==> src/rtl/ahbl_splitter_n.sv <==
// AHB-Lite decoder and response mux for one master and NS slaves, with a built-in
// default slave that gives a two-cycle ERROR response to unmapped transfers.
module ahbl_splitter_n #(
  parameter int NS       = 4,
  parameter int DEC_HI   = 31,
  parameter int DEC_LO   = 28,
  parameter int BASE_IDX = 0
) (
  input  logic             HCLK,
  input  logic             HRESET,
  input  logic [31:0]      HADDR,
  input  logic [1:0]       HTRANS,
  output logic             HREADY,
  output logic             HRESP,
  output logic [31:0]      HRDATA,
  output logic [NS-1:0]    S_HSEL,
  input  logic [NS*32-1:0] S_HRDATA,
  input  logic [NS-1:0]    S_HREADYOUT,
  input  logic [NS-1:0]    S_HRESP,
  output logic [7:0]       ERR_CNT
);

  localparam int          FW    = DEC_HI - DEC_LO + 1;
  localparam int          IW    = (NS > 1) ? $clog2(NS) : 1;
  localparam logic [31:0] FMASK = 32'((64'd1 << FW) - 64'd1);
  localparam logic [31:0] BASE  = 32'(BASE_IDX);
  localparam logic [31:0] LIMIT = 32'(BASE_IDX + NS);

  typedef enum logic [1:0] {OWN_NONE, OWN_DEF, OWN_SLV} own_e;
  typedef enum logic [1:0] {D_IDLE, D_ERR1, D_ERR2} dstate_e;

  logic [31:0]   field_w;
  logic [31:0]   off_w;
  logic          hit_w;
  logic [IW-1:0] slv_idx_w;
  logic          hready_w;

  own_e          dp_kind_q, dp_kind_d;
  logic [IW-1:0] dp_idx_q, dp_idx_d;

  dstate_e       dstate_q;
  logic          def_rdy_q;
  logic          def_resp_q;
  logic [7:0]    err_cnt_q;

  logic          unused_bits;

  // Address decode
  assign field_w   = (HADDR >> DEC_LO) & FMASK;
  assign hit_w     = (field_w >= BASE) && (field_w < LIMIT);
  assign off_w     = field_w - BASE;
  assign slv_idx_w = off_w[IW-1:0];

  assign unused_bits = ^{off_w, HTRANS[0]};

  always_comb begin
    S_HSEL = '0;
    for (int i = 0; i < NS; i++) begin
      S_HSEL[i] = hit_w && (field_w == 32'(BASE_IDX + i));
    end
  end

  // Data-phase owner only advances when the current data phase completes
  always_comb begin
    dp_kind_d = dp_kind_q;
    dp_idx_d  = dp_idx_q;
    if (hready_w) begin
      if (hit_w) begin
        dp_kind_d = OWN_SLV;
        dp_idx_d  = slv_idx_w;
      end else if (HTRANS[1]) begin
        dp_kind_d = OWN_DEF;
        dp_idx_d  = '0;
      end else begin
        dp_kind_d = OWN_NONE;
        dp_idx_d  = '0;
      end
    end
  end

  always_ff @(posedge HCLK) begin
    if (HRESET) begin
      dp_kind_q <= OWN_NONE;
      dp_idx_q  <= '0;
    end else begin
      dp_kind_q <= dp_kind_d;
      dp_idx_q  <= dp_idx_d;
    end
  end

  // Default slave: ERR1 (wait + ERROR) then ERR2 (ready + ERROR)
  always_ff @(posedge HCLK) begin
    if (HRESET) begin
      dstate_q   <= D_IDLE;
      def_rdy_q  <= 1'b1;
      def_resp_q <= 1'b0;
      err_cnt_q  <= 8'd0;
    end else begin
      case (dstate_q)
        D_ERR1: begin
          dstate_q   <= D_ERR2;
          def_rdy_q  <= 1'b1;
          def_resp_q <= 1'b1;
        end
        default: begin
          if (hready_w && (dp_kind_d == OWN_DEF)) begin
            dstate_q   <= D_ERR1;
            def_rdy_q  <= 1'b0;
            def_resp_q <= 1'b1;
            if (err_cnt_q != 8'hFF) begin
              err_cnt_q <= err_cnt_q + 8'd1;
            end
          end else begin
            dstate_q   <= D_IDLE;
            def_rdy_q  <= 1'b1;
            def_resp_q <= 1'b0;
          end
        end
      endcase
    end
  end

  // Response mux
  always_comb begin
    hready_w = 1'b1;
    HRESP    = 1'b0;
    HRDATA   = '0;
    case (dp_kind_q)
      OWN_SLV: begin
        for (int i = 0; i < NS; i++) begin
          if (dp_idx_q == IW'(i)) begin
            hready_w = S_HREADYOUT[i];
            HRESP    = S_HRESP[i];
            HRDATA   = S_HRDATA[i*32 +: 32];
          end
        end
      end
      OWN_DEF: begin
        hready_w = def_rdy_q;
        HRESP    = def_resp_q;
      end
      default: begin
        hready_w = 1'b1;
      end
    endcase
  end

  assign HREADY  = hready_w;
  assign ERR_CNT = err_cnt_q;

endmodule

==> config.mk <==
export PLATFORM = sky130hd
export DESIGN_NAME = ahbl_splitter_n
export DESIGN_NICKNAME = d
export VERILOG_FILES = /design/src/rtl/ahbl_splitter_n.sv
export SDC_FILE = /design/constraint.sdc
export NUM_CORES = 1
export LEC_CHECK = 0
export ABC_AREA = 1
export CAP_MARGIN = 0
export CORE_MARGIN = 8
export CORE_UTILIZATION = 28
export CTS_CLUSTER_SIZE = 20
export DETAILED_ROUTE_END_ITERATION = 7
export PLACE_DENSITY = 0.84
export SLEW_MARGIN = 20
export SYNTH_ARGS = -nofsm -noshare
export SYNTH_HDL_FRONTEND = slang
export SYNTH_SLANG_ARGS = --single-unit
==> constraint.sdc <==
create_clock -name HCLK -period 3.65 [get_ports HCLK]
set_input_delay 0.73 -clock HCLK [delete_from_list [all_inputs] [get_ports HCLK]]
set_output_delay 0.73 -clock HCLK [all_outputs]
set_load 0.05 [all_outputs]
==> run metrics <==
CP Capture Type output port; main combinational cell family by area after synthesis simple AND/OR/NAND/NOR gates; CTS resizes 0; Worst EP arrival 2.46 ns; largest net degree at the start of global routing 27; startpoint types primary input; dpl hpwl 8.98 mm; Hold Fails Final Rpt 0; post-CTS setup buffer count 0; Seq/Total Area, Yosys 17.3%; vias 2986; initial DRC count 207; multiplexer share of the synthesized area 0%; routed wire length 10.9 mm; Clock Tree Buf Depth 2; post-synthesis cell type count 27; drc violations 0; port bufs about 190; remaining antenna violation count after routing 0; top_reg_cell synth dfxtp_1; Site Rows 29; clk_lat worst skew 0.25 ns; CTS clk-pin slew, worst paths 0.06 ns; GP Congestion 0.857; GRT Total Usage around 21%; Syn-to-layout area delta 124%; EDFF count, synth 0; Die H around 97 µm; Req. time, crit path roughly 2.9 ns; die width 97.4 µm; Layout fillers ~550; Post-Syn Nets 495; Slew HR 55.1%; WHS Path Cells 2; post-layout util 64.9%; Simple-Gate Fraction of Synth Area between 30% and 40%; Final nets 672; Syn. warnings 0; Mean Syn Cell Area between 5 and 6 µm²; total gr overflow 0; Final Cycle Share 87.4%; synthesized area between 1500 and 2000 µm²; clock sink total 16; HP Class flop to flop; Synth Area in XOR/XNOR 2.83%; Core ar. ~6400 µm²; final setup violating endpoints 0; critical register-to-register path endpoint ERR_CNT[6]$_SDFFE_PP0P_; global-route wire length before repair approximately 17 mm; RSZ-0062 raised after global routing no; max cap viols 0; Synth Register Bits 16; Worst R2R Setup Slack around 1.4 ns; Worst Tran Pin Value between 0.6 and 0.7 ns; complex-gate fraction of the synthesized area between 20 and 30%; Fin Clk Skew 0.00482 ns; worst r2r src dp_idx_q[0]$_SDFFE_PP0N_; CP Max Fanout 4; Setup Crit Path Kind primary input to output port; pwr/cell area about 380 nW/µm²; drt first pass iters 5; Leakage Power 0.00173 µW; drt wl/cell 19.0 µm; Post-Synth Adder-Cell Area 2.02%; final slew viol count 0; FFs w/ async S/R, synth 0%; TritonCTS clock tree done; Vias/cell roughly 5.2; initial core utilization 29.0%; Max VDD drop 0.312 mV; CTS Buf Count 3; post-synthesis cell count 320; die footprint 9480 µm²; FMAX ~310 MHz; status finished clean; CP startpoint HADDR[31]; layout cells sized above 1 10.5%; ant diodes 0; H-tree depth 1; min cycle time layout 3.19 ns; I/O pin cnt 218; TNS Setup 0 ns; Critical Path End S_HSEL[0]; root buf cell clkbuf_8; CTS Hold Buffers Added 0; depth of the worst register-to-register path 8; vias in the first global route 2975; initial antenna violation count 0
## synthesized netlist by cell type, types with 2 or more instances
cell / count / area share [%]
nand4_1: 7 / 2.4
nor3_1: 2 / 0.54
nand2_2: 2 / 0.67
o21ai_1: 3 / 0.81
nand2_1: 55 / 11
xor2_1: 6 / 2.8
inv_1: 33 / 6.7
inv_2: 3 / 0.61
clkbuf_1: 16 / 3.2
dfxtp_1: 16 / 17
o21ai_0: 20 / 5.4
a21oi_1: 24 / 6.5
o211ai_1: 20 / 8.1
nand3_1: 39 / 11
ha_1: 3 / 2.0
o221ai_1: 13 / 6.1
nor2_1: 44 / 8.9
buf_2: 5 / 1.3
## critical path, cell delays in order
cell	delay (ns)
clkdlybuf4s50_1	0.40
nor2_1	0.21
inv_1	0.12
nor3_1	0.16
clkdlybuf4s50_1	0.84
## routing by layer
layer,vias to the layer above,track usage [%],share of wire [%]
met5,-,0,0
met4,0,5.36,2.2
met3,20,4.91,8.1
met2,141,39.4,51
met1,1373,24.1,38
li1,1452,-,-
## metrics by stage
| step | total power, µW | std cells | instance area [µm²] | setup WS (ns) | hold slack, ns |
|---|---|---|---|---|---|
| floorplan | 864 | 320 | 1850 | 0.902 | 0.469 |
| global placement | 1400 | 569 | 4100 | 0.469 | 0.485 |
| detailed placement | 1430 | 569 | 4100 | 0.466 | 0.508 |
| CTS | 1560 | 572 | 4150 | 0.446 | 0.517 |
| global route | 1650 | 572 | 4150 | 0.339 | 0.546 |
| finish | 1560 | 572 | 4150 | 0.460 | 0.520 |
## worst min path at each step
stage,start,endpoint
2_1_floorplan,dp_kind_q[0]$_SDFF_PP0_,dp_kind_q[0]$_SDFF_PP0_
3_3_place_gp,dp_kind_q[0]$_SDFF_PP0_,dp_kind_q[0]$_SDFF_PP0_
3_5_place_dp,ERR_CNT[3]$_SDFFE_PP0P_,ERR_CNT[3]$_SDFFE_PP0P_
4_1_cts,dp_kind_q[0]$_SDFF_PP0_,dp_kind_q[0]$_SDFF_PP0_
5_1_grt,ERR_CNT[4]$_SDFFE_PP0P_,ERR_CNT[4]$_SDFFE_PP0P_
6_report,ERR_CNT[4]$_SDFFE_PP0P_,ERR_CNT[4]$_SDFFE_PP0P_
## where the power goes
group,switching [µW],internal (µW)
Clock,54.4,73.0
Sequential,33.4,193
Combinational,674,528
## sequential cells by signal (all words and copies together) (netlist names)
signal / flops
ERR_CNT: 8
def_resp_q: 1
dp_kind_q: 2
dp_idx_q: 2
dstate_q: 2
def_rdy_q: 1
## cells by family (layout without fill, tap and decap cells)
kind of cell / Yosys count / count (layout)
simple gates: 152 / 152
compound gates: 85 / 85
fa+ha+maj: 3 / 3
flops: 16 / 16
buf+inv: 58 / 233
xor+xnor: 6 / 6
## cell type report
type	count	area (µm²)	share of cell area (%)
Timing Repair Buffer	194	2240	54.1
Tap cell	77	96.3	2.32
Clock buffer	3	41.3	0.996
Multi-Input combinational cell	246	1310	31.6
Sequential cell	16	320	7.73
Inverter	36	135	3.26
## placed cells by master (no fill, tap or decap)
cell	instances
nand4_4	1
clkdlybuf4s50_1	154
a21oi_1	24
nand2_2	2
nand2_1	55
o31ai_1	1
o21ai_0	20
buf_4	8
dfxtp_1	16
nor2_1	44
a21oi_4	1
o21ai_1	3
a211oi_1	1
inv_2	3
xor2_1	6
inv_1	33
o211ai_1	20
o221ai_1	13
o22ai_1	1
ha_1	3
nand3_2	1
nand4_1	7
buf_12	32
nand3_1	39
o21a_1	1
clkbuf_8	3
nand2_4	1
nor3_1	2
Power figures use the tool's default switching activity.
